--- config.mk ---
export PLATFORM = sky130hd
export DESIGN_NAME = fp_normalize
export DESIGN_NICKNAME = d
export VERILOG_FILES = /design/src/rtl/fp_normalize.sv
export SDC_FILE = /design/constraint.sdc
export NUM_CORES = 1
export LEC_CHECK = 0
export ABC_AREA = 1
export CAP_MARGIN = 20
export CORE_MARGIN = 4
export CORE_UTILIZATION = 25
export CTS_CLUSTER_SIZE = 30
export DETAILED_ROUTE_END_ITERATION = 10
export MAX_ROUTING_LAYER = met4
export SLEW_MARGIN = 20
export SYNTH_ARGS = -nofsm -noshare
export SYNTH_HDL_FRONTEND = slang
export SYNTH_SLANG_ARGS = --single-unit
--- constraint.sdc ---
create_clock -name clk -period 3.86 [get_ports clk]
set_input_delay 0.579 -clock clk [delete_from_list [all_inputs] [get_ports clk]]
set_output_delay 0.579 -clock clk [all_outputs]
set_load 0.01 [all_outputs]
--- src/rtl/fp_normalize.sv ---
// Post add/sub normalizer: shifts the mantissa magnitude into hidden-bit form,
// adjusts the exponent and packs an IEEE-754 single with overflow/underflow flags.
module fp_normalize (
    input  logic        clk,
    input  logic        rst_n,
    input  logic        in_valid,
    output logic        in_ready,
    input  logic [24:0] mag_in,
    input  logic        sign_in,
    input  logic [7:0]  exp_in,
    output logic        out_valid,
    input  logic        out_ready,
    output logic [31:0] result,
    output logic        ovf,
    output logic        unf,
    output logic [1:0]  state_dbg
);

    // Handshakes: a transfer happens on a rising edge where valid && ready.
    // in_ready is high only in IDLE; out_valid is high only in OUT, and the
    // packed result is held stable until out_ready is seen.
    typedef enum logic [1:0] {
        IDLE = 2'd0,
        NORM = 2'd1,
        OUT  = 2'd2
    } state_t;

    state_t      state_q, state_d;
    logic [24:0] mag_q, mag_d;
    logic [8:0]  exp_q, exp_d;
    logic        sign_q, sign_d;
    logic        done_q, done_d;
    logic [31:0] result_q, result_d;
    logic        ovf_q, ovf_d;
    logic        unf_q, unf_d;

    logic [8:0]  exp_inc;
    logic [8:0]  exp_dec;
    logic [7:0]  exp_norm;

    assign exp_inc  = exp_q + 9'd1;
    assign exp_dec  = exp_q - 9'd1;
    assign exp_norm = (exp_q == 9'd0) ? 8'd1 : exp_q[7:0];

    always_comb begin
        state_d  = state_q;
        mag_d    = mag_q;
        exp_d    = exp_q;
        sign_d   = sign_q;
        done_d   = done_q;
        result_d = result_q;
        ovf_d    = ovf_q;
        unf_d    = unf_q;

        case (state_q)
            IDLE: begin
                if (in_valid) begin
                    mag_d   = mag_in;
                    exp_d   = {1'b0, exp_in};
                    sign_d  = sign_in;
                    done_d  = 1'b0;
                    ovf_d   = 1'b0;
                    unf_d   = 1'b0;
                    state_d = NORM;
                end
            end
            NORM: begin
                // The packed word is registered one cycle before OUT is entered.
                if (done_q) begin
                    state_d = OUT;
                end else if (exp_q == 9'd255) begin
                    result_d = {sign_q, 8'hFF, 23'h0};
                    ovf_d    = 1'b1;
                    done_d   = 1'b1;
                end else if (mag_q == 25'd0) begin
                    result_d = 32'h0;
                    done_d   = 1'b1;
                end else if (mag_q[24]) begin
                    if (exp_inc >= 9'd255) begin
                        result_d = {sign_q, 8'hFF, 23'h0};
                        ovf_d    = 1'b1;
                    end else begin
                        result_d = {sign_q, exp_inc[7:0], mag_q[23:1]};
                    end
                    done_d = 1'b1;
                end else if (mag_q[23]) begin
                    result_d = {sign_q, exp_norm, mag_q[22:0]};
                    done_d   = 1'b1;
                end else if (exp_q <= 9'd1) begin
                    result_d = {sign_q, 8'h00, mag_q[22:0]};
                    unf_d    = 1'b1;
                    done_d   = 1'b1;
                end else begin
                    mag_d = {mag_q[23:0], 1'b0};
                    exp_d = exp_dec;
                end
            end
            OUT: begin
                if (out_ready) begin
                    state_d = IDLE;
                end
            end
            default: begin
                state_d = IDLE;
            end
        endcase
    end

    always_ff @(posedge clk or negedge rst_n) begin
        if (!rst_n) begin
            state_q  <= IDLE;
            mag_q    <= 25'd0;
            exp_q    <= 9'd0;
            sign_q   <= 1'b0;
            done_q   <= 1'b0;
            result_q <= 32'h0;
            ovf_q    <= 1'b0;
            unf_q    <= 1'b0;
        end else begin
            state_q  <= state_d;
            mag_q    <= mag_d;
            exp_q    <= exp_d;
            sign_q   <= sign_d;
            done_q   <= done_d;
            result_q <= result_d;
            ovf_q    <= ovf_d;
            unf_q    <= unf_d;
        end
    end

    assign in_ready  = (state_q == IDLE);
    assign out_valid = (state_q == OUT);
    assign result    = result_q;
    assign ovf       = ovf_q;
    assign unf       = unf_q;
    assign state_dbg = state_q;

endmodule

Yosys cells after proc, flatten, opt, wreduce, memory -nomap -nowiden
Index checks and enable logic that the tools add are counted.
- bits in registers: 72
- input port bits: 38
- output and inout port bits: 38
- word-level logic and storage cells: 93
- add/sub/neg operators: 2
- order comparisons: 2
- eq/ne operators: 16
- mux-type cells: 48
- bitwise gates (word level): 1
- reduce and logical (&&, ||, !) cells: 14
- operators with widths (operator ; number):
    32-bit two-way mux ; 5
    25-bit two-way mux ; 5
    9-bit two-way mux ; 7
    25-bit case mux with 2 select lines ; 1
    24-bit two-way mux ; 2
    31-bit two-way mux ; 1
    25-bit zero test ; 1
    1-bit two-way mux ; 18
    2-bit inequality test (second input constant) ; 9
    9-bit case mux with 2 select lines ; 1
    8-bit AND reduction ; 2
    6-bit AND reduction ; 2
    9-bit by 1-bit adder with 9-bit output (second input constant) ; 1
    9-bit by 8-bit equality test with 1-bit output (second input constant) ; 1
    9-bit by 8-bit >= comparator with 1-bit output (second input constant) ; 1
    9-bit by 1-bit less-or-equal comparator with 1-bit output (second input constant) ; 1
    9-bit zero test ; 1
    3-bit inequality test (second input constant) ; 3
    9-bit by 1-bit subtractor with 9-bit output (second input constant) ; 1
    8-bit two-way mux ; 1
    2-bit two-way mux ; 3
    1-bit case mux with 2 select lines ; 3
    2-bit case mux with 3 select lines ; 1
    3-bit AND reduction ; 2
    9 further kinds ; 10

Depth between registers and ports, before layout
Gate-level depths: netlist (run 1).
- word-level depth: 8
- mapped depth: 14

Worst setup path before layout (run 1)
No wires, ideal clock.
- kind: register to register
- start point: reg exp_q[0]
- end point: reg exp_q[8]
- setup time: 0.126 ns
- arrival time: 2.042 ns
- path slack: 1.692 ns
- stages on the path, launching flop included: 12
- buffers on the path: 1
- period minus slack after synthesis: 2.168 ns
- path through: dfrtp_1 -> ha_1 -> nand2_1 -> clkinv_1 -> nand3_1 -> nor2_1 -> ha_1 -> o21ai_0 -> nand3_2 -> nor2_8 -> buf_6 -> o21ai_1
- cells in the longest elaborated chain, start to end: 8
- ends and longest elaborated chain (what ; line ; text):
    start, declared ; 30 ; logic [8:0] exp_q, exp_d;
    start signal, assigned ; 122 ; exp_q <= exp_d;
    9-bit by 1-bit subtractor with 9-bit output ; 42 ; assign exp_dec = exp_q - 9'd1;
    9-bit two-way mux ; 89 ; end else if (exp_q <= 9'd1) begin
    9-bit two-way mux ; 86 ; end else if (mag_q[23]) begin
    9-bit two-way mux ; 78 ; end else if (mag_q[24]) begin
    9-bit two-way mux ; 75 ; end else if (mag_q == 25'd0) begin
    9-bit two-way mux ; 71 ; end else if (exp_q == 9'd255) begin
    9-bit two-way mux ; 69 ; if (done_q) begin
    9-bit case mux with 2 select lines ; 55 ; case (state_q)
Parallel ways exist; a longest one is shown, timed or not. The select of a mux whose other input is x is not followed.
A chain may end at the register's enable or synchronous reset.

Final worst setup path (run 1)
- start point: reg exp_q[0]
- end point: reg mag_q[8]
- cells in the longest elaborated chain, start to end: 3
- ends and longest elaborated chain (what ; line ; text):
    9-bit by 1-bit less-or-equal comparator with 1-bit output / 9-bit by 8-bit equality test with 1-bit output (equally long branches) ; 89, 71 ;
    2-bit inequality test (no source line) ; -- ;
    8-bit AND reduction (no source line) (*) ; -- ;
    end signal, assigned ; 121 ; mag_q <= mag_d;
    end, declared ; 29 ; logic [24:0] mag_q, mag_d;
Mark *: on every way between the ends. The rest lies on a longest branch, timed or not.

==> summary.txt, run 1 <==
Logic synthesis
  – Sequential-to-total area share from yosys stat: 0.407
  – Cell type with the largest total area after synthesis: sky130_fd_sc_hd__dfrtp_1
  – Synthesized-area fraction occupied by ao, oa, aoi and oai cells: 0.136
  – Adder-cell share of the synthesized area: 0.0169
  – Average cell area after synthesis: 7.17 sq um
  – Number of unique standard cell types used by synthesis: 33
  – Multiplexer fraction of the synthesized cell area: 0
  – Post-synthesis share of cell area spent on xor and xnor gates: 0.00198
  – Number of instances in the synthesized netlist: 618
  – Syn. warnings: 0
  – Top area cells in the synthesized netlist: sky130_fd_sc_hd__dfrtp_1, sky130_fd_sc_hd__nand2_1, sky130_fd_sc_hd__o21ai_0
  – Post-Synthesis Net Count: 662
  – Main combinational cell family by area after synthesis: simple AND/OR/NAND/NOR gates
  – Post-synthesis simple-gate area fraction: 0.340
  – Synth Register Bits: 72
  – Post-synthesis instance area: 4430 sq um
  – Area fraction of the dominant cell type after synthesis: 0.407

Power and ir drop
  – Net switching power: 0.00221 W
  – Share of total power in combinational logic: 0.544
  – Internal power of the cells: 0.00265 W
  – Pwr Density: 865 nW/um^2
  – Power share of the clock group: 0.175
  – Switching fraction of total power: 0.455
  – Share of power burned in registers: 0.281
  – Max VDD drop: 0.000350 V
  – Static power due to leakage: 2.74 nW

Clock network
  – Post-CTS Setup Repair Bufs: 0
  – CTS sink cnt: 72
  – CTS resizes: 0
  – TritonCTS Buffers: 9
  – CTS tree: done
  – Maximum buffer depth of the clock tree: 2
  – Root buffer cell: sky130_fd_sc_hd__clkbuf_16
  – H-tree depth: 3
  – Clock transition time at the flip-flop clock pins of the worst setup and hold paths: 0.06 ns
  – Worst skew pair latency: 0.34 ns
  – Hold_buf cts: 0

STA
  – Slew @ Worst Pin: 0.945 ns
  – Final setup violation count: 0
  – Period utilisation layout: 0.752
  – Post-route clock skew: 0.00660 ns
  – Relative slew slack: 0.370
  – Final Hold Fails: 0
  – Post-layout minimum cycle time: 2.90 ns
  – Max-slew violation count: 0
  – Highest clock rate: 345 MHz
  – Setup repair after global routing missed its margin: false
  – Accumulated negative setup slack: 0 ns
  – Post-route worst hold slack: 0.447 ns

Placement
  – Final weighted congestion in routability-driven placement: 0.882
  – # placed instances: 897
  – Total half-perimeter wirelength after legalization and detailed placement: 8850 um
  – Port Buffer Count: 75

Cells and area
  – Number of fill cells in the layout: 1860
  – Layout Utilization: 0.323
  – Ant diodes: 0
  – Layout cell share with drive strength beyond 1: 0.102
  – Count of placed standard cells in the final layout, fillers left out: 913
  – Layout-stage area growth over the synthesis result: 26.6%
  – Nets@finish: 727

Critical path
  – Crit path cell chain: ha_1 -> nand2_1 -> clkinv_1 -> nand3_1 -> nor2_1 -> ha_1 -> o21ai_0 -> nand3_2 -> nor2_8 -> buf_12 -> nand2_1 -> o21ai_2
  – Maximum fanout encountered on the critical timing path: 36
  – Endpoint required time on the critical path: 4.13 ns
  – Slowest cell on crit path: sky130_fd_sc_hd__nor2_8
  – CP Launch Type: flip-flop
  – Critical path capture point type: flip-flop
  – Largest stage delay on the critical path: 0.54 ns
  – Crit Path Class: flip-flop to flip-flop
  – CP Data Arrival Time: 3.18 ns

Global route
  – Initial antenna violation count: 0
  – Remaining global-route overflow: 0
  – Number of global-route vias before repair: 3940
  – Total global-route track usage: 0.133
  – Maximum number of pins on one net before global-route repair: 73
  – First-pass GRT wire length: 20600 um

Die
  – Die boundary width: 141 um
  – Std-Cell Core Area: 17400 sq um
  – Starting utilization of the core area: 0.255
  – Count of boundary I/O pins: 76
  – Chip Height: 141 um
  – Row Count: 48
  – Die outline area: 19900 sq um

Routing
  – Drt total wl: 12400 um
  – Number of design rule violations left after detail routing: 0
  – Via-per-instance ratio: 4.53
  – Iter 0 DRT Violations: 211
  – Number of vias after detailed routing: 4134
  – Count of antenna-violating nets left after detailed routing: 0
  – Routed wirelength normalized by instance count: 13.6 um
  – Count of TritonRoute iterations in the first routing pass: 5

Worst hold path
  – Min-Delay Path Class: primary input to async pin

Job
  – MaxCap Viol Count: 0

Run status
  – Result of the run: finished, final reports clean
## per-stage QoR
stage               power, W  cell area [sq um]  setup slack [ns]
floorplan            0.00326               4430              1.69
global placement     0.00401               5310              1.13
detailed placement   0.00403               5310              1.03
CTS                  0.00491               5610             0.988
global route         0.00531               5610             0.699
finish               0.00485               5610             0.959
## logic make-up (layout without fill, tap and decap cells)
family / count (synthesis) / in the layout
AND/OR/NAND/NOR: 353 / 353
AO/OA/AOI/OAI: 97 / 97
buffers and inverters: 89 / 159
flip-flops: 72 / 72
adder cells (fa/ha/maj): 6 / 6
XOR/XNOR: 1 / 1
## layout by cell type (no fill, tap or decap), types with 2 or more instances in the layout
cell type | netlist | routed
sky130_fd_sc_hd__nand2_1 | 236 | 236
sky130_fd_sc_hd__nand3b_1 | 2 | 2
sky130_fd_sc_hd__o22ai_1 | 2 | 2
sky130_fd_sc_hd__o21ai_0 | 53 | 53
sky130_fd_sc_hd__buf_4 | 0 | 4
sky130_fd_sc_hd__nand3_2 | 4 | 4
sky130_fd_sc_hd__ha_1 | 6 | 6
sky130_fd_sc_hd__o21ai_2 | 30 | 30
sky130_fd_sc_hd__nor2_2 | 3 | 3
sky130_fd_sc_hd__nand3_1 | 46 | 46
sky130_fd_sc_hd__clkbuf_1 | 9 | 2
sky130_fd_sc_hd__nand4_1 | 3 | 3
sky130_fd_sc_hd__nor2_1 | 45 | 45
sky130_fd_sc_hd__clkdlybuf4s50_1 | 0 | 74
sky130_fd_sc_hd__nand2_2 | 2 | 2
sky130_fd_sc_hd__dfrtp_1 | 72 | 72
sky130_fd_sc_hd__clkbuf_16 | 0 | 9
sky130_fd_sc_hd__inv_2 | 4 | 4
sky130_fd_sc_hd__o21ai_1 | 2 | 2
sky130_fd_sc_hd__clkbuf_8 | 0 | 2
sky130_fd_sc_hd__nor2_4 | 2 | 2
sky130_fd_sc_hd__inv_1 | 57 | 57
sky130_fd_sc_hd__clkinv_1 | 2 | 2
sky130_fd_sc_hd__a21oi_1 | 8 | 8
sky130_fd_sc_hd__nor3_1 | 5 | 5
sky130_fd_sc_hd__clkinv_2 | 0 | 2
## routing by layer
metal	global-route usage	share of wire	wire length [um]
met4	0.0393	0.014	175
met5	-	0	0
met3	0.0322	0.063	777
met2	0.189	0.42	5180
met1	0.187	0.51	6290
## worst paths after layout
check / startpoint / to / slack [ns] / cells past startpoint
max reg2reg: exp_q[0] / mag_q[8] / 0.96 / 12
min: rst_n / result[6] / 0.45 / 2
max in group asynchronous: rst_n / exp_q[5] / 2.78 / 2
min reg2reg: result[18] / result[18] / 0.47 / 2
min in group clk: result[18] / result[18] / 0.47 / 2
max: exp_q[0] / mag_q[8] / 0.96 / 12
## state kept, by name (all words and copies together) (netlist names)
register and count:
result 32, mag_q 25, exp_q 9, state_dbg 2
done_q 1, ovf 1, sign_q 1, unf 1
## synthesized netlist by cell type
cell	count
sky130_fd_sc_hd__xor2_1	1
sky130_fd_sc_hd__buf_1	3
sky130_fd_sc_hd__buf_12	1
sky130_fd_sc_hd__inv_2	4
sky130_fd_sc_hd__nand4_4	1
sky130_fd_sc_hd__o31ai_1	1
sky130_fd_sc_hd__a31oi_1	1
sky130_fd_sc_hd__a21oi_1	8
sky130_fd_sc_hd__nor3_1	5
sky130_fd_sc_hd__nor2_8	1
sky130_fd_sc_hd__inv_1	57
sky130_fd_sc_hd__or2_2	1
sky130_fd_sc_hd__nand3b_1	2
sky130_fd_sc_hd__o21ai_1	2
sky130_fd_sc_hd__o21ai_2	30
sky130_fd_sc_hd__nor2_2	3
sky130_fd_sc_hd__nand3_2	4
sky130_fd_sc_hd__nand3_1	46
sky130_fd_sc_hd__nand4_1	3
sky130_fd_sc_hd__nand2_1	236
sky130_fd_sc_hd__nor2_1	45
sky130_fd_sc_hd__clkinv_1	2
sky130_fd_sc_hd__clkbuf_1	9
sky130_fd_sc_hd__nand2_4	1
sky130_fd_sc_hd__dfrtp_1	72
sky130_fd_sc_hd__nand2_2	2
sky130_fd_sc_hd__o21ai_0	53
sky130_fd_sc_hd__nor2_4	2
sky130_fd_sc_hd__ha_1	6
sky130_fd_sc_hd__buf_2	2
sky130_fd_sc_hd__o22ai_1	2
sky130_fd_sc_hd__buf_6	11
sky130_fd_sc_hd__nor3_2	1
## cell type report
| class | instances | area (sq um) | area share |
|---|---|---|---|
| repair buffers | 80 | 796 | 0.142 |
| clock buffers | 13 | 260 | 0.0464 |
| inverters | 63 | 236 | 0.0421 |
| well taps | 225 | 282 | 0.0502 |
| flip-flops and latches | 72 | 1800 | 0.321 |
| clock inverters | 3 | 40.0 | 0.00714 |
| multi-input cells | 457 | 2190 | 0.391 |
## power groups by stage
stage	Clock, W	Sequential (W)	Combinational [W]
floorplan	0	0.00139	0.00188
global placement	0	0.00137	0.00264
detailed placement	0	0.00137	0.00265
global route	0.000901	0.00142	0.00299
CTS	0.000876	0.00137	0.00267
finish	0.000850	0.00136	0.00264
## worst max-delay path: cells and delay by family (launching register included)
family,cells,cell delay (ns)
flip-flops,1,0.48
AO/OA/AOI/OAI,2,0.40
buffers and inverters,2,0.37
adder cells (fa/ha/maj),2,0.48
AND/OR/NAND/NOR,6,1.10
Power figures use the tool's default switching activity.
==> run 2, diff against run 1 <==
clock period = 2.55 ns   (was 3.86 ns; I/O delays follow)
==> summary.txt, run 2 (same netlist as run 1, synthesis figures left out) <==
Run status
  – Result of the run: finished, final reports clean

Clock network
  – CTS tree: done
  – Maximum buffer depth of the clock tree: 2
  – TritonCTS Buffers: 9
  – Worst skew pair latency: 0.35 ns
  – CTS sink cnt: 72
  – Hold_buf cts: 0
  – Clock transition time at the flip-flop clock pins of the worst setup and hold paths: 0.06 ns
  – H-tree depth: 3
  – Root buffer cell: sky130_fd_sc_hd__clkbuf_16

STA
  – Max-slew violation count: 0
  – Relative slew slack: 0.479
  – Final Hold Fails: 0
  – Period utilisation layout: 0.913
  – Post-layout minimum cycle time: 2.33 ns
  – Slew @ Worst Pin: 0.781 ns
  – Setup repair after global routing missed its margin: false
  – Post-route clock skew: 0.0116 ns
  – Final setup violation count: 0
  – Post-route worst hold slack: 0.108 ns
  – Accumulated negative setup slack: 0 ns
  – Highest clock rate: 430 MHz

Global route
  – Remaining global-route overflow: 0
  – First-pass GRT wire length: 20700 um
  – Number of global-route vias before repair: 3980
  – Initial antenna violation count: 0
  – Maximum number of pins on one net before global-route repair: 43
  – Total global-route track usage: 0.133

Cells and area
  – Layout cell share with drive strength beyond 1: 0.117
  – Most frequent cells in the layout: sky130_fd_sc_hd__nand2_1, sky130_fd_sc_hd__clkdlybuf4s50_1, sky130_fd_sc_hd__dfrtp_1
  – Layout Utilization: 0.333
  – Most common cell after layout, fill and taps aside: sky130_fd_sc_hd__nand2_1
  – Number of flip-flops under the largest register name: 32
  – Layout-stage area growth over the synthesis result: 30.4%
  – Nets@finish: 737
  – Ant diodes: 0

Placement
  – Port Buffer Count: 75
  – Final weighted congestion in routability-driven placement: 0.868
  – Total half-perimeter wirelength after legalization and detailed placement: 9060 um

Critical path
  – Critical path capture point type: flip-flop
  – Crit Path Class: flip-flop to flip-flop
  – Start point of the critical path: exp_q[1]
  – Slowest cell on crit path: sky130_fd_sc_hd__dfrtp_1
  – Most numerous cell on the critical path: sky130_fd_sc_hd__nand2_1
  – Crit path cell chain: ha_1 -> nand2_1 -> clkinv_1 -> nand3_1 -> nor2_1 -> ha_1 -> clkinv_1 -> nand2_1 -> nand2_2 -> buf_12 -> nand2_1 -> o21ai_0
  – Endpoint required time on the critical path: 2.77 ns
  – CP Data Arrival Time: 2.55 ns
  – Maximum fanout encountered on the critical timing path: 25
  – CP Launch Type: flip-flop
  – Critical register-to-register path startpoint: exp_q[1]
  – Largest stage delay on the critical path: 0.42 ns

Routing
  – Count of antenna-violating nets left after detailed routing: 0
  – Routed wirelength normalized by instance count: 13.6 um
  – Via-per-instance ratio: 4.54
  – Iter 0 DRT Violations: 282
  – Number of vias after detailed routing: 4193
  – Count of TritonRoute iterations in the first routing pass: 5
  – Drt total wl: 12600 um
  – Number of design rule violations left after detail routing: 0

Die
  – Starting utilization of the core area: 0.255
  – Die outline area: 19900 sq um
  – Chip Height: 141 um
  – Die boundary width: 141 um
  – Count of boundary I/O pins: 76
  – Std-Cell Core Area: 17400 sq um
  – Row Count: 48

Power and ir drop
  – Max VDD drop: 0.000670 V
  – Static power due to leakage: 2.82 nW
  – Pwr Density: 1340 nW/um^2

Worst hold path
  – Min-Delay Path Class: primary input to async pin

Job
  – MaxCap Viol Count: 0
==> run 2: cell types whose count changed in the layout (fill, tap and decap cells not counted), moves of 2 or more <==
cell | before | now
sky130_fd_sc_hd__buf_12 | 1 | 4
sky130_fd_sc_hd__buf_4 | 4 | 11
sky130_fd_sc_hd__bufinv_16 | 1 | 3
sky130_fd_sc_hd__clkbuf_1 | 2 | 0
sky130_fd_sc_hd__clkinv_2 | 2 | 0
==> run 2: final timing paths <==
kind | end | cells past startpoint | slack, ns
min in group clk | result[17] | 2 | 0.47
worst max register to register | result[31] | 12 | 0.22
worst min register to register | result[17] | 2 | 0.47
max in group asynchronous | mag_q[19] | 2 | 1.73
worst max-delay path | result[31] | 12 | 0.22
worst min-delay path | result[6] | 1 | 0.11
==> run 2: final cells by class <==
| type | instances | area (sq um) |
|---|---|---|
| clock inverter | 6 | 115 |
| sequential | 72 | 1800 |
| fill | 1845 | 11600 |
| inverter | 63 | 236 |
| timing repair buffer | 90 | 908 |
| multi-input combinational | 457 | 2190 |
| clock buffer | 10 | 239 |
| tap | 225 | 282 |
==> run 2: timing repair <==
item	in CTS	in global routing
gates resized for setup	0	1
endpoints found under the setup margin	0	29
setup buffers	0	0
==> run 2: power by group <==
group	internal (W)	switching, W	total (W)
clock network	0.000987	0.000523	0.00151
registers	0.00167	0.000367	0.00203
logic	0.00165	0.00254	0.00420
==> run 2: through the flow <==
step / setup WS, ns / total power, W / instances / area [sq um]
after floorplan: 0.382 / 0.00494 / 618 / 4430
after global placement: 0.237 / 0.00621 / 907 / 5420
after detailed placement: 0.175 / 0.00625 / 907 / 5420
after CTS: 0.164 / 0.00781 / 923 / 5780
after global routing: 0.0188 / 0.00845 / 923 / 5780
final: 0.222 / 0.00774 / 923 / 5780
==> run 2: critical path: cells and delay by family, from the launching register on <==
| kind | cells | cell delay (ns) |
|---|---|---|
| simple gates | 6 | 0.71 |
| buf+inv | 3 | 0.54 |
| fa+ha+maj | 2 | 0.47 |
| flops | 1 | 0.42 |
| compound gates | 1 | 0.06 |
==> run 2: metal layers <==
metal  GRT usage  share of wire
met5           -              0
met2       0.185           0.42
met3      0.0332          0.054
met4      0.0275         0.0064
met1       0.195           0.52
==> run 3, diff against run 2 <==
HOLD_SLACK_MARGIN = 0.02   (was unset)
==> results of run 3 <==
Final layout, timing and power as in run 2 (identical DEF).
